[src/rtl/framer_pkg.sv]
// framer_pkg: shared types and constants for the packet framer and its
// receiver-side counterpart.
//   err_code_t  - transmitter status encoding seen on err_code
//   fsm_state_t - framer control states
//   HEADER_DEFAULT / POLY_DEFAULT - default frame header and CRC-8 polynomial
//   N_PKT / N_DATA - frame and payload widths in bits
package framer_pkg;

  typedef enum logic [1:0] {
    ACK  = 2'b00,
    NAK  = 2'b01,
    TMO  = 2'b10,
    BUSY = 2'b11
  } err_code_t;

  typedef enum logic [2:0] {
    IDLE       = 3'd0,
    CRC        = 3'd1,
    WAIT_AVAIL = 3'd2,
    START      = 3'd3,
    WAIT_BUSY  = 3'd4,
    WAIT_DONE  = 3'd5,
    RESULT     = 3'd6
  } fsm_state_t;

  localparam logic [7:0] HEADER_DEFAULT = 8'h3c;
  localparam logic [7:0] POLY_DEFAULT   = 8'h07;

  localparam int N_PKT  = 48;
  localparam int N_DATA = 32;

endpackage

[src/rtl/crc8_serial.sv]
// crc8_serial: bit-serial CRC-8, MSB first, no reflection, no final XOR.
// Ports:
//   clk    - clock
//   rst    - synchronous active-high reset (crc -> 0)
//   clr    - synchronous clear to the 8'h00 init value
//   en     - advance the CRC by one bit
//   bit_in - data bit consumed when en is high
//   crc    - current CRC register value
module crc8_serial #(
  parameter logic [7:0] POLY = 8'h07
) (
  input  logic       clk,
  input  logic       rst,
  input  logic       clr,
  input  logic       en,
  input  logic       bit_in,
  output logic [7:0] crc
);

  logic [7:0] crc_q;
  logic [7:0] crc_d;
  logic       fb_d;

  assign fb_d = crc_q[7] ^ bit_in;

  // Shift left by one and fold the feedback bit into the polynomial taps.
  for (genvar gi = 0; gi < 8; gi++) begin : g_crc_bit
    if (gi == 0) begin : g_lsb
      assign crc_d[gi] = fb_d & POLY[gi];
    end else begin : g_upper
      assign crc_d[gi] = crc_q[gi-1] ^ (fb_d & POLY[gi]);
    end
  end

  always_ff @(posedge clk) begin
    if (rst || clr) begin
      crc_q <= 8'h00;
    end else if (en) begin
      crc_q <= crc_d;
    end
  end

  assign crc = crc_q;

endmodule

[src/rtl/packet_framer.sv]
// packet_framer: accepts 32-bit payload words, appends a header and CRC-8,
// hands the 48-bit frame to the transmitter and retries on NAK/timeout.
// Ports:
//   clk, rst             - clock, synchronous active-high reset
//   in_data/in_valid     - payload word and its valid
//   in_ready             - high only while idle and able to accept a word
//   data2send            - {HEADER, payload, crc8} frame for the transmitter
//   start                - one-cycle transmit request
//   avail                - transmitter ready for a new request
//   err_code             - transmitter status (ACK/NAK/TMO/BUSY)
//   done / fail          - one-cycle per-word outcome pulses
//   retries              - re-sends used for the current or last word
module packet_framer
  import framer_pkg::*;
#(
  parameter logic [7:0]  HEADER    = HEADER_DEFAULT,
  parameter logic [7:0]  POLY      = POLY_DEFAULT,
  parameter int unsigned MAX_RETRY = 3,
  parameter logic [31:0] WDOG      = 32'h00ff_ffff
) (
  input  logic               clk,
  input  logic               rst,
  input  logic [N_DATA-1:0]  in_data,
  input  logic               in_valid,
  output logic               in_ready,
  output logic [N_PKT-1:0]   data2send,
  output logic               start,
  input  logic               avail,
  input  logic [1:0]         err_code,
  output logic               done,
  output logic               fail,
  output logic [1:0]         retries
);

  localparam logic [1:0] MAX_RETRY_W = 2'(MAX_RETRY);

  fsm_state_t          state_q;
  logic [N_DATA-1:0]   payload_q;
  logic [4:0]          bit_cnt_q;
  logic [31:0]         wdog_q;
  logic                load_frame_q;
  logic [1:0]          retries_q;
  logic                in_ready_q;
  logic                start_q;
  logic                done_q;
  logic                fail_q;
  logic [N_PKT-1:0]    data2send_q;

  logic                accept_d;
  logic                in_wait_d;
  logic                wdog_hit_d;
  logic                crc_bit_d;
  err_code_t           err_d;
  logic [7:0]          crc_w;

  assign err_d     = err_code_t'(err_code);
  assign accept_d  = (state_q == IDLE) && in_valid && in_ready_q;
  assign in_wait_d = (state_q == WAIT_AVAIL) || (state_q == WAIT_BUSY) ||
                     (state_q == WAIT_DONE);
  // Counter starts at 0 on state entry, so the state is left after WDOG cycles.
  assign wdog_hit_d = in_wait_d && (wdog_q >= (WDOG - 32'd1));
  // ~bit_cnt_q == 31 - bit_cnt_q: MSB of the payload goes first.
  assign crc_bit_d = payload_q[~bit_cnt_q];

  crc8_serial #(
    .POLY (POLY)
  ) u_crc (
    .clk    (clk),
    .rst    (rst),
    .clr    (accept_d),
    .en     (state_q == CRC),
    .bit_in (crc_bit_d),
    .crc    (crc_w)
  );

  always_ff @(posedge clk) begin
    if (rst) begin
      state_q      <= IDLE;
      payload_q    <= '0;
      bit_cnt_q    <= '0;
      wdog_q       <= '0;
      load_frame_q <= 1'b0;
      retries_q    <= '0;
      in_ready_q   <= 1'b0;
      start_q      <= 1'b0;
      done_q       <= 1'b0;
      fail_q       <= 1'b0;
      data2send_q  <= '0;
    end else begin
      start_q      <= 1'b0;
      done_q       <= 1'b0;
      fail_q       <= 1'b0;
      load_frame_q <= 1'b0;
      wdog_q       <= in_wait_d ? wdog_q + 32'd1 : 32'd0;

      // The CRC register absorbs the last bit on the CRC exit edge, so the
      // frame is captured one cycle later. Retries never reload it.
      if (load_frame_q) begin
        data2send_q <= {HEADER, payload_q, crc_w};
      end

      case (state_q)
        IDLE: begin
          in_ready_q <= 1'b1;
          if (accept_d) begin
            payload_q  <= in_data;
            retries_q  <= '0;
            bit_cnt_q  <= '0;
            in_ready_q <= 1'b0;
            state_q    <= CRC;
          end
        end

        CRC: begin
          bit_cnt_q <= bit_cnt_q + 5'd1;
          if (bit_cnt_q == 5'd31) begin
            load_frame_q <= 1'b1;
            wdog_q       <= '0;
            state_q      <= WAIT_AVAIL;
          end
        end

        WAIT_AVAIL: begin
          if (avail) begin
            start_q <= 1'b1;
            wdog_q  <= '0;
            state_q <= START;
          end else if (wdog_hit_d) begin
            wdog_q  <= '0;
            state_q <= RESULT;
          end
        end

        START: begin
          wdog_q  <= '0;
          state_q <= WAIT_BUSY;
        end

        // Require BUSY first so a leftover ACK from the previous word is
        // not mistaken for this attempt's result.
        WAIT_BUSY: begin
          if (err_d == BUSY) begin
            wdog_q  <= '0;
            state_q <= WAIT_DONE;
          end else if (wdog_hit_d) begin
            wdog_q  <= '0;
            state_q <= RESULT;
          end
        end

        WAIT_DONE: begin
          if (err_d == ACK) begin
            done_q     <= 1'b1;
            in_ready_q <= 1'b1;
            state_q    <= IDLE;
          end else if (err_d != BUSY || wdog_hit_d) begin
            wdog_q  <= '0;
            state_q <= RESULT;
          end
        end

        RESULT: begin
          if (retries_q < MAX_RETRY_W) begin
            retries_q <= retries_q + 2'd1;
            wdog_q    <= '0;
            state_q   <= WAIT_AVAIL;
          end else begin
            fail_q     <= 1'b1;
            in_ready_q <= 1'b1;
            state_q    <= IDLE;
          end
        end

        default: begin
          in_ready_q <= 1'b0;
          state_q    <= IDLE;
        end
      endcase
    end
  end

  assign in_ready  = in_ready_q;
  assign data2send = data2send_q;
  assign start     = start_q;
  assign done      = done_q;
  assign fail      = fail_q;
  assign retries   = retries_q;

endmodule

[config.mk]
export PLATFORM = sky130hd
export DESIGN_NAME = packet_framer
export DESIGN_NICKNAME = d
export VERILOG_FILES = /design/src/rtl/framer_pkg.sv /design/src/rtl/crc8_serial.sv /design/src/rtl/packet_framer.sv
export SDC_FILE = /design/constraint.sdc
export NUM_CORES = 1
export LEC_CHECK = 0
export CORE_MARGIN = 1.5
export CORE_UTILIZATION = 55
export DETAILED_ROUTE_END_ITERATION = 8
export PLACE_DENSITY = 0.88
export SYNTH_ARGS = -nofsm -noshare
export SYNTH_HDL_FRONTEND = slang
export SYNTH_HIERARCHICAL = 1
export SYNTH_SLANG_ARGS = --single-unit
[constraint.sdc]
create_clock -name clk -period 7.55 [get_ports clk]
set_clock_uncertainty 0.15 [all_clocks]
set_input_delay 1.1325 -clock clk [delete_from_list [all_inputs] [get_ports clk]]
set_output_delay 1.1325 -clock clk [all_outputs]
set_load 0.05 [all_outputs]
======== Yosys cells after proc, flatten, opt, wreduce, memory -nomap -nowiden ========
Index checks and enable logic that the tools add are counted.
cells by class
  add/sub/neg operators ................... 3
  multiply operators ...................... 0
  div/mod/pow operators ................... 0
  order comparisons ....................... 3
  equal/unequal tests ..................... 15
  shifts and indexed selects .............. 0
  mux-type cells .......................... 33
  bitwise operators ....................... 9
  reductions and logical operators ........ 21
operators by type and width
  kind                   number
  $mux 32                8
  $pmux 32 s6            1
  $add 32x1->32 const B  1
  $ge 32x24->1 const B   1
  $mux 3                 7
  $pmux 3 s7             1
  $pmux 5 s2             1
  $eq 3x3->1 const B     3
  $reduce_and 3->1       3
  $mux 1                 8
  $ne 2x2->1 const B     4
  $reduce_or 2->1        4
  $eq 3x2->1 const B     2
  $lt 5x6->1 const B     1
  $mux 2                 3
  $add 5x1->5 const B    1
  $bmux 1 s5             1
  $eq 5x5->1 const B     1
  $mux 5                 1
  $not 1->1              5
  $not 5->5              1
  $logic_or 1x1->1       4
  $ne 2x1->1 const B     2
  $pmux 1 s4             1
  other kinds (13)       19
storage, ports and cells
  flip-flop bits (word level) ............. 128
  latch bits .............................. 0
  memory bits (writable) .................. 0
  ROM bits ................................ 0
  bits of input ports ..................... 38
  memories ................................ 0

======== Depth between registers and ports, before layout ========
  depth in word-level cells ............... 8
  depth in mapped cells ................... 9

======== Cells and area by module ========
The synthesis kept the hierarchy.
modules (own cells, without submodules)
  module         times used  cells each  area each (um2)  sequential area each (um2)
  packet_framer  1           564         5,089.9          2,402.3
  crc8_serial    1           39          381.6            160.2

======== Least setup slack after synthesis ========
OpenSTA, ideal clock, no wires.
  kind .................................... input to register
  from .................................... input port in_valid
  to ...................................... register u_crc.crc_q[0], in the netlist u_crc/crc[0]
  data arrival time ....................... 2,275 ps
  required time ........................... 7,321 ps
  slack ................................... 5,046 ps
  stages .................................. 6
  path buffers ............................ 2
  path through ............................ nand4_1 -> clkinv_1 -> clkbuf_1 -> or2_0 -> buf_2 -> a211oi_2
on the way
  word-level cells in the longest chain between the ends .. 3
ends and longest elaborated chain
  element                         line                 source
  start: declaration              packet_framer.sv:24  input logic in_valid,
  $logic_and 1x1->1 (2 in a row)  packet_framer.sv:57  assign accept_d = (state_q == IDLE) && in_valid && in_ready_q;
  named net accept_d              packet_framer.sv:49  logic accept_d;
  $logic_or 1x1->1                crc8_serial.sv:36    if (rst || clr) begin
  end signal: assignment          crc8_serial.sv:39    crc_q <= crc_d;
  end: declaration                crc8_serial.sv:20    logic [7:0] crc_q;
The timed path passes the listed nets, and every way through them passes these cells.
A chain may end at the register's enable or synchronous reset.

======== Worst setup path in the final report ========
  from .................................... input port in_valid
  to ...................................... register u_crc.crc_q[2], in the netlist u_crc/crc[2]
on the way
  word-level cells in the longest chain between the ends .. 3
ends and longest elaborated chain
  element                         line
  $logic_and 1x1->1 (2 in a row)  packet_framer.sv:57
  $logic_or 1x1->1                crc8_serial.sv:36
Every way passes these cells.

==> run metrics <==
gpl congestion=0.833; status=complete, no violations; layout cell share with drive strength beyond 1=0.0789; Setup TNS=0 ps; Tcrit/Tclk final=0.471; Top delay family on crit path=buffers and inverters; multiplexer share of the synthesized area=0.126; DP Worst Slack=3560 ps; final setup margin=4000 ps; top_reg_cell synth=dfxtp_1; clk sinks=128; Slew HR=0.188; Starting Density=0.562; shortest period the worst path allows=3550 ps; asr flop ratio synth=0; clk slew on worst S/H paths=60 ps; count of cell types in the netlist=51; CTS max path bufs=2; adder-cell area share of the yosys netlist=0.0114; P&R area growth vs syn=25.5%; Syn Area/Cell=9.07 um^2; CP max stage delay=around 900 ps; vias=4516; initial antenna violation count=0; Worst Tran Pin Value=1220 ps; Detailed Place HPWL=between 8 and 9 mm; Syn Inst Count=603; Setup violations, final=0; top-area cell type share of the netlist area=0.468; Rows=36; worst min-delay path category=flip-flop to flip-flop; DRC viols=0; Num CTS Buffers=17; static leakage=2.34 nW; CP bufs+invs=3; vias in the first global route=4472; Fin. Hold Viols=0; Die ar.=about 11000 um^2; largest family of logic cells by synthesized area=simple AND/OR/NAND/NOR gates; most frequent CP cell=nand4_1; clk_lat worst skew=roughly 510 ps; worst-path fanout max=37; Routed WL=~13 mm; TritonRoute pass-1 iters=4; H-Tree Depth=4; MaxCap Viol Count=0; # hold bufs at CTS=0; Root Driver=clkbuf_8; first-pass GRT wire length=about 21 mm; RR Startpoint=state_q[0]; Worst path slowest cell=clkinv_1; final core utilization=0.706; post-cts gate resize count=0; Max Slew Vio Count=0; IO buf count=87; post-synth top area cell=dfxtp_1; CP startpoint kind=primary input; chip width=roughly 100 um; Overall Global Routing Usage=0.257; Routed WL per cell=around 16 um; die height=103 um; Post-Synth XOR/XNOR Area=0.0544; Ys Warns=6; post-synthesis compound-gate area fraction=0.0679; Vias/cell=around 5.5; critical path arrival=3860 ps; GRT overflow=0; Cell Pwr Density=roughly 230 nW/um^2; power after layout=1.59 mW; crit path cell chain=clkdlybuf4s50_1, nand4_1, buf_4, clkinv_1, nor2_1, nand4_1, nand3_1; fin nets=714; core area=9730 um^2; number of diodes=0; Synth area leaders=dfxtp_1 47%, mux2i_1 8.2%, nor2_1 6.9%; number of flops mapped to enable cells by yosys=0; Iteration-0 DRC Markers=248; Req. time, crit path=7850 ps; synthesized area=5470 um^2; VDD IR max=186 uV; simple logic cell fraction of the synthesized area=0.221; HP Start=wdog_q[0]; remaining antenna violation count=0; CP startpoint=in_valid; largest net degree at the start of global routing=91; crit end category=flip-flop; setup bufs post-CTS=0; register area share after synthesis=0.468; kind of critical path=primary input to flip-flop; CTS tree=done; Max Clock Freq=roughly 280 MHz; I/O pin count=92; Seq cells post-synth=128; unrepaired setup endpoints after global routing=no
## path summary, 6_finish.rpt
path | to | slack (ps) | cells past startpoint
worst max-delay path | u_crc/crc[2] | 4000 | 7
worst min-delay path | wdog_q[0] | 330 | 1
worst max register to register | u_crc/crc[2] | 4190 | 7
worst min register to register | wdog_q[0] | 330 | 1
## cell families after synthesis
| logic type | count (synthesis) |
|---|---|
| other | 1 |
| buffers and inverters | 52 |
| adder cells (fa/ha/maj) | 5 |
| flip-flops | 128 |
| AO/OA/AOI/OAI | 64 |
| AND/OR/NAND/NOR | 263 |
| XOR/XNOR | 34 |
| multiplexers | 56 |
## cells in the final DEF, fill, tap and decap left out, types with 2 or more instances in the layout
cell,netlist,routed
a211oi_1,4,4
a21boi_0,2,2
a21oi_1,41,41
and2_1,2,2
and3_1,6,6
buf_4,13,3
bufinv_16,0,2
clkbuf_16,0,16
clkdlybuf4s50_1,0,86
clkinvlp_4,0,5
conb_1,1,4
dfxtp_1,128,127
ha_1,5,5
inv_1,7,7
inv_6,0,4
mux2i_1,45,45
mux4_2,10,10
nand2_1,84,84
nand2b_1,2,2
nand3_1,21,21
nand3b_1,4,4
nand4_1,15,15
nand4b_1,2,2
nor2_1,100,100
nor3_1,8,8
nor3b_1,3,3
nor4_1,5,5
o21a_1,2,2
o21ai_0,7,7
or3_1,2,2
xnor2_1,8,8
xor2_1,26,26
## worst register-to-register path, cell delays in order, from the launching register on
cell and delay [ps]:
dfxtp_1 650, inv_1 190, nand4_1 140, buf_4 340, clkinv_1 920, nor2_1 640, nand4_1 150, nand3_1 130
## synthesized netlist by cell type, types with 5 or more instances
| master | instances |
|---|---|
| nor4_1 | 5 |
| xnor2_1 | 8 |
| nand2_1 | 84 |
| nand3_1 | 21 |
| inv_1 | 7 |
| nor2_1 | 100 |
| mux2i_1 | 45 |
| and3_1 | 6 |
| a21oi_1 | 41 |
| nand4_1 | 15 |
| clkbuf_1 | 20 |
| nor3_1 | 8 |
| buf_4 | 13 |
| mux4_2 | 10 |
| ha_1 | 5 |
| xor2_1 | 26 |
| o21ai_0 | 7 |
| dfxtp_1 | 128 |
## power by group
group	switching, mW	leakage [nW]	internal [mW]	total (mW)
Combinational	0.0536	1.04	0.0416	0.0952
Clock	0.318	0.267	0.475	0.793
Sequential	0.0165	1.03	0.688	0.705
Total	0.388	2.34	1.21	1.59
## stage by stage
stage	std cells	hold slack [ps]	instance area, um^2
after floorplan	606	291	5480
after global placement	785	303	6290
after detailed placement	785	317	6290
after CTS	817	330	6870
after global routing	817	341	6870
final	817	327	6870
## state kept, by name, summed over array words and instances, names as in the netlist
name and cells:
data2send 41, payload_q 32, wdog_q 32, u_crc/crc 8, bit_cnt_q 5, state_q 3, retries 2, done 1
fail 1, in_ready 1, load_frame_q 1, start 1
## layout make-up
cell class / instances / area (um^2)
sequential: 128 / 2560
multi-input combinational: 426 / 2640
clock inverter: 14 / 158
clock buffer: 18 / 418
tap: 133 / 166
timing repair buffer: 90 / 888
inverter: 8 / 30.0
fill: 692 / 2860
## routing by layer
layer  vias to the layer above  track usage  part of all wire
met5                         -            0                 0
met4                         0       0.0915             0.018
li1                       2177            -                 -
met1                      2164        0.308              0.41
met3                        23       0.0522             0.049
met2                       152        0.461              0.52
Power figures use the tool's default switching activity.
